[src/rtl/pulse_meas_pkg.sv]
// Shared types and defaults for the pulse width / period measurement block.
package pulse_meas_pkg;

   localparam int unsigned CNT_W_DEFAULT = 16;

   typedef enum logic [1:0] {
      StIdle,
      StHigh,
      StLow
   } state_e;

endpackage

[src/rtl/sat_cnt.sv]
// Saturating up-counter with load-to-1; sat stays set from reaching max until the next load.
module sat_cnt #(
   parameter int unsigned W = 16
) (
   input  logic         clk,
   input  logic         rst,
   input  logic         load,
   input  logic         en,
   output logic [W-1:0] cnt,
   output logic         sat
);

   localparam logic [W-1:0] MaxVal = '1;
   localparam logic [W-1:0] One    = W'(1);

   logic [W-1:0] cnt_q;
   logic         sat_q;

   always_ff @(posedge clk) begin
      if (rst) begin
         cnt_q <= '0;
         sat_q <= 1'b0;
      end else if (load) begin
         cnt_q <= One;
         sat_q <= (One == MaxVal);
      end else if (en && (cnt_q != MaxVal)) begin
         cnt_q <= cnt_q + One;
         if ((cnt_q + One) == MaxVal) sat_q <= 1'b1;
      end
   end

   assign cnt = cnt_q;
   assign sat = sat_q;

endmodule

[src/rtl/pulse_meas.sv]
// Measures high time and period between rising-edge pulses; results offered on a
// valid/ready interface with a sticky overrun flag.
module pulse_meas
   import pulse_meas_pkg::*;
#(
   parameter int unsigned CNT_W = CNT_W_DEFAULT
) (
   input  logic             clk,
   input  logic             rst,
   input  logic             pos_edge,
   input  logic             neg_edge,
   input  logic             res_ready,
   output logic             res_valid,
   output logic [CNT_W-1:0] high_width,
   output logic [CNT_W-1:0] period,
   output logic             sat,
   output logic             overrun,
   output logic             busy
);

   state_e state_q, state_d;

   logic             pos, neg;
   logic             cnt_load, hi_en, per_en, publish;
   logic [CNT_W-1:0] hi_cnt, per_cnt;
   logic             hi_sat, per_sat;

   logic             valid_q, sat_q, overrun_q;
   logic [CNT_W-1:0] hw_q, per_q;

   // Coincident edges carry no usable information and are dropped.
   assign pos = pos_edge & ~neg_edge;
   assign neg = neg_edge & ~pos_edge;

   always_ff @(posedge clk) begin
      if (rst) state_q <= StIdle;
      else     state_q <= state_d;
   end

   always_comb begin
      state_d  = state_q;
      cnt_load = 1'b0;
      hi_en    = 1'b0;
      per_en   = 1'b0;
      publish  = 1'b0;
      unique case (state_q)
         StIdle: begin
            if (pos) begin
               state_d  = StHigh;
               cnt_load = 1'b1;
            end
         end
         StHigh: begin
            if (pos) begin
               cnt_load = 1'b1;
            end else if (neg) begin
               state_d = StLow;
               per_en  = 1'b1;
            end else begin
               hi_en  = 1'b1;
               per_en = 1'b1;
            end
         end
         StLow: begin
            if (pos) begin
               state_d  = StHigh;
               cnt_load = 1'b1;
               publish  = 1'b1;
            end else begin
               per_en = 1'b1;
            end
         end
         default: state_d = StIdle;
      endcase
   end

   sat_cnt #(
      .W (CNT_W)
   ) u_hi_cnt (
      .clk  (clk),
      .rst  (rst),
      .load (cnt_load),
      .en   (hi_en),
      .cnt  (hi_cnt),
      .sat  (hi_sat)
   );

   sat_cnt #(
      .W (CNT_W)
   ) u_per_cnt (
      .clk  (clk),
      .rst  (rst),
      .load (cnt_load),
      .en   (per_en),
      .cnt  (per_cnt),
      .sat  (per_sat)
   );

   always_ff @(posedge clk) begin
      if (rst) begin
         valid_q   <= 1'b0;
         hw_q      <= '0;
         per_q     <= '0;
         sat_q     <= 1'b0;
         overrun_q <= 1'b0;
      end else if (publish) begin
         valid_q <= 1'b1;
         hw_q    <= hi_cnt;
         per_q   <= per_cnt;
         sat_q   <= hi_sat | per_sat;
         if (valid_q && !res_ready) overrun_q <= 1'b1;
      end else if (valid_q && res_ready) begin
         valid_q <= 1'b0;
      end
   end

   assign res_valid  = valid_q;
   assign high_width = hw_q;
   assign period     = per_q;
   assign sat        = sat_q;
   assign overrun    = overrun_q;
   assign busy       = (state_q != StIdle);

endmodule

[config.mk]
export PLATFORM = sky130hd
export DESIGN_NAME = pulse_meas
export DESIGN_NICKNAME = d
export VERILOG_FILES = /design/src/rtl/pulse_meas_pkg.sv /design/src/rtl/sat_cnt.sv /design/src/rtl/pulse_meas.sv
export SDC_FILE = /design/constraint.sdc
export NUM_CORES = 1
export LEC_CHECK = 0
export CAP_MARGIN = 25
export CORE_MARGIN = 2
export CORE_UTILIZATION = 50
export CTS_CLUSTER_SIZE = 24
export DETAILED_ROUTE_END_ITERATION = 8
export PLACE_DENSITY = 0.75
export SETUP_SLACK_MARGIN = 0.02
export SLEW_MARGIN = 10
export SYNTH_ARGS = -nofsm -noshare
export SYNTH_HDL_FRONTEND = slang
export SYNTH_SLANG_ARGS = --single-unit
export TNS_END_PERCENT = 20
[constraint.sdc]
create_clock -name clk -period 1.8 [get_ports clk]
set_clock_uncertainty 0.05 [all_clocks]
set_input_delay 0.36 -clock clk [delete_from_list [all_inputs] [get_ports clk]]
set_output_delay 0.36 -clock clk [all_outputs]
set_load 0.02 [all_outputs]
==> impl_metrics.tcl, run 1 <==
set metrics [dict create \
    cts_tree "done" \
    timing.max_cap.violations 0 \
    initialDrtViolationCount 211 \
    timing.final.hold_violations 0 \
    worst_slew_pin_slew_ps 517.1 \
    vdd_drop_max_v 0.0005903 \
    timing.critical_path.fanout_max 5 \
    timing.final.max_slew_violations 0 \
    worst_hold_startpoint "period[0]$_SDFFE_PP0P_" \
    syn_area_per_cell_um2 8.371 \
    fin_hold_ws_ps 403.5 \
    grt_resource_usage_total 0.2365 \
    floorplan.die_area_um2 7595 \
    final.min_clock_period_ps 1818 \
    hold_path_end "period[0]$_SDFFE_PP0P_" \
    path_delay_family "simple AND/OR/NAND/NOR gates" \
    r2r-end "u_hi_cnt.cnt[3]$_SDFFE_PP0P_" \
    start_kind "flip-flop" \
    ys_async_sr_fraction 0 \
    io_buffer_count 40 \
    ctsHoldBuffers 0 \
    register_area_share_after_synthesis 0.4111 \
    worst_setup_path_end_kind "flip-flop" \
    yosys_warnings 0 \
    cp.required_ps 1980 \
    antenna_found_initial 0 \
    grt_pass1_wl_mm 14.14 \
    cp_data_arrival_time_ps 2000 \
    first_global_vias 3122 \
    die_h_um 87.15 \
    worst-setup-path-type "reg -> reg" \
    lkg_pwr_uw 0.001700 \
    floorplan.io_pins 41 \
    fillCellCount 489 \
    area_contributors_post_synth "sky130_fd_sc_hd__dfxtp_1, sky130_fd_sc_hd__nand2_1, sky130_fd_sc_hd__a21oi_1" \
    path_buf_inv 1 \
    crit_path_top_delay_cell "sky130_fd_sc_hd__or4_4" \
    dpl_worst_slack_ps -533.9 \
    unrepaired_setup_endpoints_after_global_routing "yes" \
    antenna_diode_count 0 \
    post_route_cells_drive_above_1_share 0.2771 \
    drtAntennaViolNets 0 \
    clock.fmax_ghz 0.5499 \
    seq_area_um2 1440 \
    floorplan.rows 30 \
    syn2layout_area_growth_pct 37.89 \
    mostFrequentLayoutCell "sky130_fd_sc_hd__nand2_1" \
    detailedRoute.firstPassIterationCount 5 \
    synthesis.nets 428 \
    floorplan.initialDensity 0.5117 \
    synth_ff_type "sky130_fd_sc_hd__dfxtp_1" \
    worst_skew_pair.late_latency_ps 340 \
    synth.cell_area_um2 3457 \
    min-delay-path-class "reg -> reg" \
    worstPathCellList "ha_4 -> nand3_4 -> or4_4 -> buf_6 -> o211ai_4 -> xor2_1 -> nor2_1" \
    tightest_slew_margin_relative_to_the_limit 0.6463 \
    globalRoute.totalOverflow 0 \
    root_buffer "sky130_fd_sc_hd__clkbuf_8" \
    setup_viol 1 \
    synth.top_cell.area_share 0.4111 \
    grt_max_degree 40 \
    multiInputGateArea_um2 1998 \
    die_x_extent_um 87.15 \
    status "finished, violations left" \
    cts.htree.levels 3 \
    place.gp.congestion 0.9292 \
    clockBufferDepth 2 \
    numClockSinks 71 \
    finalNetCount 526 \
    largest_area_contributor_in_the_netlist "sky130_fd_sc_hd__dfxtp_1" \
    finalWirelength_mm 8.768 \
    routedWlPerCell_um 14.71 \
    regToRegSetupSlack_ps -20 \
    worst_case_setup_margin_in_the_final_layout_ps -18.36 \
    ys_ff_latch 71 \
    longest_individual_stage_delay_on_the_worst_path_ps 500 \
    synthCells 413 \
    power_density_over_the_cells_nw_per_um2 620.3 \
    clkSlewWorstSetupHoldPaths_ps 70 \
    layout_common_cells "sky130_fd_sc_hd__nand2_1, sky130_fd_sc_hd__buf_4, sky130_fd_sc_hd__dfxtp_1" \
    r2r.worst_path.cells 7 \
    hpwl_mm 6.111 \
    synth_enable_flop_cells 0 \
    post_drt_via_cell_ratio 5.490 \
    numCtsBuffers 9 \
    synth_cell_types 60 \
    worst_r2r_startpoint "u_hi_cnt.cnt[1]$_SDFFE_PP0P_" \
    violations "setup timing" \
    whs_path_depth 2 \
    placeableCoreArea_um2 6756 \
    number_of_remaining_drc_errors 0 \
    routed-via-count 3272 \
    final_cycle_share 1.010 \
]
-- logic make-up (layout without fill, tap and decap cells) --
logic type / count (synthesis) / count (layout) / share of synthesized area
simple gates: 176 / 176 / 0.2461
compound gates: 87 / 87 / 0.1842
buf+inv: 41 / 144 / 0.05140
xor+xnor: 28 / 28 / 0.07094
fa+ha+maj: 10 / 10 / 0.03619
flops: 71 / 71 / 0.4111
-- cell type report --
type | count | share of cell area
clock inverters | 5 | 0.006562
flip-flops and latches | 71 | 0.3021
multi-input cells | 301 | 0.4192
inverters | 14 | 0.01102
well taps | 80 | 0.02100
repair buffers | 114 | 0.2084
clock buffers | 11 | 0.03176
-- worst max-delay path by stage --
stage               cells after the start                          start                             end  slack, ps
global placement                        9                       neg_edge      u_per_cnt.sat$_SDFFE_PP0P_       -530
floorplan                               7                       neg_edge   u_per_cnt.cnt[6]$_SDFFE_PP0P_        -60
finish                                  7   u_hi_cnt.cnt[1]$_SDFFE_PP0P_    u_hi_cnt.cnt[3]$_SDFFE_PP0P_        -20
global route                            6  u_per_cnt.cnt[1]$_SDFFE_PP0P_   u_per_cnt.cnt[9]$_SDFFE_PP0P_       -140
detailed placement                      9                       neg_edge  u_per_cnt.cnt[12]$_SDFFE_PP0P_       -530
CTS                                     7   u_hi_cnt.cnt[1]$_SDFFE_PP0P_    u_hi_cnt.cnt[3]$_SDFFE_PP0P_        -30
-- report_power, final --
group          switching [µW]  internal, µW  total, µW
clock network             591           571       1160
logic                     115          94.4        209
registers                6.94          1580       1590
-- layer usage --
metal / global-route usage / wire length (µm) / vias to the layer above
li1: - / - / 1621
met2: 0.3921 / 4238 / 108
met1: 0.3046 / 4034 / 1535
met3: 0.05403 / 439 / 8
met5: 0 / 0 / -
met4: 0.07832 / 56 / 0
-- synth_stat cells (3+ instances only) --
cell / instances
sky130_fd_sc_hd__ha_1: 10
sky130_fd_sc_hd__inv_1: 13
sky130_fd_sc_hd__nand4_1: 7
sky130_fd_sc_hd__nor3_1: 7
sky130_fd_sc_hd__a21oi_1: 41
sky130_fd_sc_hd__a211oi_1: 7
sky130_fd_sc_hd__and3_1: 6
sky130_fd_sc_hd__o211ai_2: 3
sky130_fd_sc_hd__clkbuf_1: 13
sky130_fd_sc_hd__and2_1: 3
sky130_fd_sc_hd__nor2_1: 34
sky130_fd_sc_hd__o21ai_0: 4
sky130_fd_sc_hd__xnor2_1: 19
sky130_fd_sc_hd__or3_1: 6
sky130_fd_sc_hd__dfxtp_1: 71
sky130_fd_sc_hd__o21ai_1: 3
sky130_fd_sc_hd__xor2_1: 9
sky130_fd_sc_hd__nand2_1: 82
sky130_fd_sc_hd__nand3_1: 7
sky130_fd_sc_hd__buf_2: 10
sky130_fd_sc_hd__nand2b_1: 6
-- registers in the layout, indices dropped and copies added, names as in the netlist --
signal         cells
high_width        16
u_hi_cnt.sat       1
state_q            2
sat                1
u_per_cnt.cnt     16
u_hi_cnt.cnt      16
overrun            1
u_per_cnt.sat      1
period            16
res_valid          1
-- worst reg2reg max path, cell delays in order, from the launching register on --
cell and delay [ps]:
sky130_fd_sc_hd__dfxtp_4 360, sky130_fd_sc_hd__ha_4 140, sky130_fd_sc_hd__nand3_4 90, sky130_fd_sc_hd__or4_4 500, sky130_fd_sc_hd__buf_6 170, sky130_fd_sc_hd__o211ai_4 170, sky130_fd_sc_hd__xor2_1 180, sky130_fd_sc_hd__nor2_1 60
-- through the flow --
stage,instances,util,total power (µW),area (µm²),setup TNS (ps)
detailed placement,574,0.6535,1795,4415,-17430
finish,596,0.7056,2957,4767,-18.36
CTS,594,0.6928,2967,4681,-43.12
global route,596,0.7056,3065,4767,-731.3
global placement,574,0.6535,1792,4415,-16830
floorplan,413,-,1715,3505,-133.5
-- repair_timing --
action                                 in CTS  in global routing
pin swaps                                   7                  5
setup buffers                               3                  2
setup endpoints to repair                  28                 31
endpoints found under the hold margin       0                  0
gates resized for setup                    16                 17
cloned                                      1                  0
Power figures use the tool's default switching activity.
==> run 2, diff against run 1 <==
--- a/config.mk
+++ b/config.mk
@@ -7,10 +7,12 @@
 export LEC_CHECK = 0
 export CAP_MARGIN = 25
 export CORE_MARGIN = 2
-export CORE_UTILIZATION = 50
+export CORE_UTILIZATION = 52
+export CTS_BUF_LIST = sky130_fd_sc_hd__clkbuf_2
+export CTS_CLUSTER_DIAMETER = 200
 export CTS_CLUSTER_SIZE = 24
 export DETAILED_ROUTE_END_ITERATION = 8
-export PLACE_DENSITY = 0.75
+export PLACE_DENSITY = 0.78
 export SETUP_SLACK_MARGIN = 0.02
 export SLEW_MARGIN = 10
 export SYNTH_ARGS = -nofsm -noshare
==> run 2 against run 1 <==
  * The flow still finishes with violations (setup timing)
  * Combinational power down 5%
  * Sequential power is essentially flat
  * Critical path depth is the same
  * Flip-flop and latch count is the same
  * Wire length rose by 3.1%
  * Clock power down 35%
  * Final cell count shrank 0.84%
  * Critical endpoint is now u_hi_cnt.cnt[7]$_SDFFE_PP0P_
  * Worst hold slack better by 8.2 ps
  * Global-route usage grew 1.7 points
  * Via count grew 0.83%
  * Sequential share of layout area up 0.85 points
  * Cell area shrank 2.5%
  * Largest power group unchanged
==> impl_metrics.tcl, run 2 (synthesized netlist as in run 1, its figures left out) <==
set metrics [dict create \
    worstPathCellList "ha_4 -> nand3_4 -> or4_4 -> o211ai_4 -> buf_6 -> xor2_1 -> nor2_1" \
    initialDrtViolationCount 233 \
    clockBufferDepth 2 \
    cts.htree.levels 3 \
    die_h_um 85.54 \
    layout_common_cells "sky130_fd_sc_hd__nand2_1, sky130_fd_sc_hd__buf_4, sky130_fd_sc_hd__dfxtp_1" \
    timing.max_cap.violations 0 \
    antenna_found_initial 0 \
    routedLengthMet1_mm 4.194 \
    violations "setup timing" \
    r2r.worst_path.cells 7 \
    worst_skew_pair.late_latency_ps 540 \
    grt_resource_usage_total 0.2531 \
    min-delay-path-class "reg -> reg" \
    final.min_clock_period_ps 1848 \
    path_buf_inv 1 \
    first_global_vias 3134 \
    tightest_slew_margin_relative_to_the_limit 0.7064 \
    cp.required_ps 2200 \
    path_delay_family "simple AND/OR/NAND/NOR gates" \
    area_of_all_placed_cells_without_fillers_um2 4648 \
    floorplan.io_pins 41 \
    post_drt_via_cell_ratio 5.582 \
    placeableCoreArea_um2 6386 \
    dpl_worst_slack_ps -570.4 \
    power_density_over_the_cells_nw_per_um2 548.1 \
    clock.fmax_ghz 0.5412 \
    floorplan.initialDensity 0.5413 \
    crit_path_top_delay_cell "sky130_fd_sc_hd__or4_4" \
    numClockSinks 71 \
    worst-path-stages 7 \
    drtAntennaViolNets 0 \
    routed-via-count 3299 \
    worst_r2r_startpoint "u_hi_cnt.cnt[1]$_SDFFE_PP0P_" \
    vdd_drop_max_v 0.0003980 \
    cts_tree "done" \
    longest_individual_stage_delay_on_the_worst_path_ps 510 \
    hpwl_mm 6.288 \
    worst_setup_path_end_kind "flip-flop" \
    antenna_diode_count 0 \
    timing.final.hold_violations 0 \
    numCtsBuffers 9 \
    whs_path_depth 2 \
    post_route_cells_drive_above_1_share 0.2840 \
    start_kind "flip-flop" \
    place_inst 574 \
    unrepaired_setup_endpoints_after_global_routing "yes" \
    number_of_remaining_drc_errors 0 \
    setup_viol 11 \
    finalNetCount 524 \
    globalRoute.totalOverflow 0 \
    fillCellCount 487 \
    fin_hold_ws_ps 411.7 \
    multiInputGateArea_um2 2044 \
    grt_pass1_wl_mm 14.80 \
    timing.critical_path.fanout_max 5 \
    status "finished, violations left" \
    regToRegSetupSlack_ps -50 \
    r2r-end "u_hi_cnt.cnt[7]$_SDFFE_PP0P_" \
    worst_slew_pin_slew_ps 440.4 \
    final_cycle_share 1.027 \
    seq_area_um2 1444 \
    floorplan.rows 29 \
    routedWlPerCell_um 15.30 \
    cp_data_arrival_time_ps 2250 \
    timing.final.max_slew_violations 0 \
    floorplan.die_area_um2 7316 \
    place.gp.congestion 0.8970 \
    finalWirelength_mm 9.043 \
    syn2layout_area_growth_pct 34.46 \
    clkSlewWorstSetupHoldPaths_ps 190 \
    timing.critical_path.from "u_hi_cnt.cnt[1]$_SDFFE_PP0P_" \
    crit_end "u_hi_cnt.cnt[7]$_SDFFE_PP0P_" \
    detailedRoute.firstPassIterationCount 6 \
    root_buffer "sky130_fd_sc_hd__clkbuf_2" \
    fin_cells 591 \
    highest_metal_layer_with_signal_wires "met4" \
    die_x_extent_um 85.54 \
    worst-setup-path-type "reg -> reg" \
    met2_length_mm 4.257 \
    io_buffer_count 40 \
    finalCoreUtilization 0.7279 \
    worst_case_setup_margin_in_the_final_layout_ps -47.72 \
    lkg_pwr_uw 0.001820 \
    dpl_cell_area_um2 4434 \
    ctsHoldBuffers 0 \
    mostFrequentLayoutCell "sky130_fd_sc_hd__nand2_1" \
    grt_max_degree 40 \
    wl_met3_um 470 \
]
run 2: changes by cell type in the layout (fill, tap and decap cells not counted), moves of 11 or more:
cell,previous run,this run
sky130_fd_sc_hd__clkbuf_8,11,0
sky130_fd_sc_hd__dlygate4sd2_1,3,35
sky130_fd_sc_hd__clkdlybuf4s50_1,37,4
sky130_fd_sc_hd__clkbuf_2,0,11
run 2: power breakdown:
group | switching (µW) | leakage [µW] | internal [µW]
clock network | 579 | 0.0000568 | 179
registers | 8.56 | 0.000579 | 1580
logic | 109 | 0.00118 | 89.1
total | 696 | 0.00182 | 1850
run 2: layout make-up:
class | count | area share
Clock buffer | 11 | 0.01184
Clock inverter | 5 | 0.005384
Multi-Input combinational cell | 301 | 0.4398
Sequential cell | 71 | 0.3106
Tap cell | 77 | 0.02073
Timing Repair Buffer | 112 | 0.2003
Inverter | 14 | 0.01131
run 2: how the worst min path moves through the flow:
stage,startpoint,to
4_1_cts,period[2]$_SDFFE_PP0P_,period[2]$_SDFFE_PP0P_
3_3_place_gp,high_width[8]$_SDFFE_PP0P_,high_width[8]$_SDFFE_PP0P_
5_1_grt,period[2]$_SDFFE_PP0P_,period[2]$_SDFFE_PP0P_
6_report,period[6]$_SDFFE_PP0P_,period[6]$_SDFFE_PP0P_
3_5_place_dp,period[6]$_SDFFE_PP0P_,period[6]$_SDFFE_PP0P_
2_1_floorplan,u_per_cnt.sat$_SDFFE_PP0P_,u_per_cnt.sat$_SDFFE_PP0P_
run 2: repair_timing:
item / 4_1_cts / 5_1_grt
gates cloned: 0 / 0
pin swaps: 3 / 13
endpoints found under the setup margin: 62 / 34
setup buffers: 0 / 1
gates resized for setup: 54 / 28
run 2: metrics by stage:
| stage | setup TNS (ps) | power (µW) |
|---|---|---|
| 2_1_floorplan | -133.5 | 1715 |
| 5_1_grt | -1618 | 2632 |
| 6_report | -310.8 | 2548 |
| 3_5_place_dp | -18010 | 1800 |
| 3_3_place_gp | -15870 | 1795 |
| 4_1_cts | -93.67 | 2544 |
run 2: worst min-delay path, delay by kind of cell (launching register included):
kind | cells | cell delay, ps
compound gates | 1 | 50
flops | 1 | 340
simple gates | 1 | 50
run 2: routing by layer:
metal,up-vias,track usage
met5,-,0
met4,0,0.09091
met3,12,0.04235
met2,100,0.3970
met1,1571,0.3531
li1,1616,-
==> run 3, diff against run 2 <==
--- a/config.mk
+++ b/config.mk
@@ -6,13 +6,16 @@
 export NUM_CORES = 1
 export LEC_CHECK = 0
 export CAP_MARGIN = 25
+export CELL_PAD_IN_SITES_DETAIL_PLACEMENT = 0
+export CELL_PAD_IN_SITES_GLOBAL_PLACEMENT = 1
 export CORE_MARGIN = 2
-export CORE_UTILIZATION = 52
+export CORE_UTILIZATION = 39
 export CTS_BUF_LIST = sky130_fd_sc_hd__clkbuf_2
 export CTS_CLUSTER_DIAMETER = 200
 export CTS_CLUSTER_SIZE = 24
 export DETAILED_ROUTE_END_ITERATION = 8
-export PLACE_DENSITY = 0.78
+export HOLD_SLACK_MARGIN = 0.15
+export PLACE_DENSITY_LB_ADDON = 0.1
 export SETUP_SLACK_MARGIN = 0.02
 export SLEW_MARGIN = 10
 export SYNTH_ARGS = -nofsm -noshare
==> run 3 against run 2 <==
  * The run still ends with setup timing left
  * Critical endpoint is now u_per_cnt.cnt[6]$_SDFFE_PP0P_
  * Core utilization decreased by 17 points
  * Clock power grew 22%
  * Critical path depth did not move
  * Sequential power barely moved
  * Flip-flop and latch count unchanged
  * Cell area rose by 4.4%
  * Final cell count up 8.6%
  * Wire length is 0.72% higher
  * First-iteration DRC count is 59% lower
  * Fmax grew 0.71%
  * Worst hold slack better by 0.88 ps
  * Power is 7.0% higher
==> impl_metrics.tcl, run 3 (synthesized netlist as in run 1, its figures left out) <==
set metrics [dict create \
    worst-setup-path-type "reg -> reg" \
    antenna_diode_count 0 \
    worst_slew_pin_slew_ps 510.2 \
    floorplan.die_area_um2 9633 \
    drtAntennaViolNets 0 \
    grt_max_degree 40 \
    numCtsBuffers 9 \
    floorplan.initialDensity 0.3984 \
    syn2layout_area_growth_pct 40.35 \
    clockBufferDepth 2 \
    die_h_um 98.15 \
    tns_ps -34.73 \
    power_density_over_the_cells_nw_per_um2 561.7 \
    tightest_slew_margin_relative_to_the_limit 0.6511 \
    timing.max_cap.violations 0 \
    regToRegSetupSlack_ps -30 \
    worstPathCellList "nand4_1 -> buf_4 -> nor3_4 -> buf_2 -> a2111oi_0 -> xnor2_1 -> nor2_1" \
    antenna_found_initial 0 \
    longest_individual_stage_delay_on_the_worst_path_ps 520 \
    final_cycle_share 1.019 \
    timing.final.max_slew_violations 0 \
    lkg_pwr_uw 0.001953 \
    worst_r2r_startpoint "u_per_cnt.cnt[13]$_SDFFE_PP0P_" \
    number_of_remaining_drc_errors 0 \
    floorplan.io_pins 41 \
    routed-via-count 3228 \
    finalNetCount 544 \
    first_global_vias 3091 \
    finalCoreUtilization 0.5591 \
    path_buf_inv 2 \
    mostFrequentLayoutCell "sky130_fd_sc_hd__buf_4" \
    cp_data_arrival_time_ps 2230 \
    io_buffer_count 40 \
    timing.critical_path.fanout_max 5 \
    finalWirelength_mm 9.108 \
    numClockSinks 71 \
    whs_path_depth 2 \
    setup_viol 1 \
    min-delay-path-class "reg -> reg" \
    post_route_cells_drive_above_1_share 0.3071 \
    grt_pass1_wl_mm 14.95 \
    worst_case_setup_margin_in_the_final_layout_ps -34.73 \
    root_buffer "sky130_fd_sc_hd__clkbuf_2" \
    detailedRoute.firstPassIterationCount 4 \
    worst-path-stages 7 \
    layout_common_cells "sky130_fd_sc_hd__buf_4, sky130_fd_sc_hd__nand2_1, sky130_fd_sc_hd__dfxtp_1" \
    vdd_drop_max_v 0.0003139 \
    path_delay_family "compound AO/OA/AOI/OAI gates" \
    clock.fmax_ghz 0.5450 \
    worst_hold_startpoint "high_width[0]$_SDFFE_PP0P_" \
    placeableCoreArea_um2 8678 \
    fin_total_pwr_uw 2726 \
    hold_path_end "high_width[0]$_SDFFE_PP0P_" \
    status "finished, violations left" \
    start_kind "flip-flop" \
    die_x_extent_um 98.15 \
    cts_tree "done" \
    worst_setup_path_end_kind "flip-flop" \
    initialDrtViolationCount 96 \
    final.min_clock_period_ps 1835 \
    place.gp.congestion 0.8375 \
    r2r-end "u_per_cnt.cnt[6]$_SDFFE_PP0P_" \
    clkSlewWorstSetupHoldPaths_ps 230 \
    timing.final.hold_violations 0 \
    grt_resource_usage_total 0.1925 \
    unrepaired_setup_endpoints_after_global_routing "yes" \
    fin_hold_ws_ps 412.5 \
    worst_skew_pair.late_latency_ps 540 \
    violations "setup timing" \
    crit_path_top_delay_cell "sky130_fd_sc_hd__a2111oi_0" \
    post_drt_via_cell_ratio 5.028 \
    floorplan.rows 34 \
    cts.htree.levels 3 \
    routedWlPerCell_um 14.19 \
    r2r.worst_path.cells 7 \
    cp.required_ps 2200 \
    hpwl_mm 6.474 \
    globalRoute.totalOverflow 0 \
]
run 3: tightest hold or removal path, cell delays in order, from the launching register on:
cell and delay (ps):
sky130_fd_sc_hd__dfxtp_1 340, sky130_fd_sc_hd__nand2_1 50, sky130_fd_sc_hd__a21oi_1 50
run 3: report_power, final:
group | internal, µW | switching [µW] | leakage, µW | total, µW
logic | 99.0 | 114 | 0.00130 | 213
clock network | 322 | 601 | 0.0000702 | 922
registers | 1580 | 6.81 | 0.000579 | 1590
total | 2000 | 721 | 0.00195 | 2730
run 3: metrics by stage:
step	area, µm²	std cells	setup WS, ps
3_5_place_dp	4541	614	-597.4
4_1_cts	4639	630	-21.54
3_3_place_gp	4541	614	-523.9
6_report	4852	642	-34.73
2_1_floorplan	3505	413	-55.65
5_1_grt	4852	642	-109.6
run 3: worst max-delay path by stage:
stage / startpoint / to / slack (ps)
floorplan: neg_edge / u_per_cnt.cnt[6]$_SDFFE_PP0P_ / -60
global placement: neg_edge / u_per_cnt.sat$_SDFFE_PP0P_ / -520
detailed placement: neg_edge / u_per_cnt.sat$_SDFFE_PP0P_ / -600
CTS: state_q[0]$_SDFFE_PP0P_ / u_per_cnt.sat$_SDFFE_PP0P_ / -20
global route: u_per_cnt.cnt[13]$_SDFFE_PP0P_ / u_per_cnt.cnt[6]$_SDFFE_PP0P_ / -110
finish: u_per_cnt.cnt[13]$_SDFFE_PP0P_ / u_per_cnt.cnt[6]$_SDFFE_PP0P_ / -30
run 3: routing by layer:
layer | vias up | wire, µm | track usage
met5 | - | 0 | 0
met4 | 0 | 134 | 0.06639
met3 | 12 | 411 | 0.03937
met2 | 66 | 3825 | 0.2840
met1 | 1497 | 4736 | 0.2804
li1 | 1653 | - | -
run 3: area by class of cell:
cell class              count  area, µm²
repair buffers            132       1086
clock buffers              10      50.05
inverters                  14      52.55
clock inverters             6      58.81
fillers                   871       3826
well taps                 108      135.1
multi-input cells         301       2027
flip-flops and latches     71       1443
run 3: timing repair:
action	CTS	global route
pin swaps	3	11
endpoints found under the setup margin	48	31
cloned	0	1
resized for setup	48	28
setup buffers	0	11
hold buffers	0	0
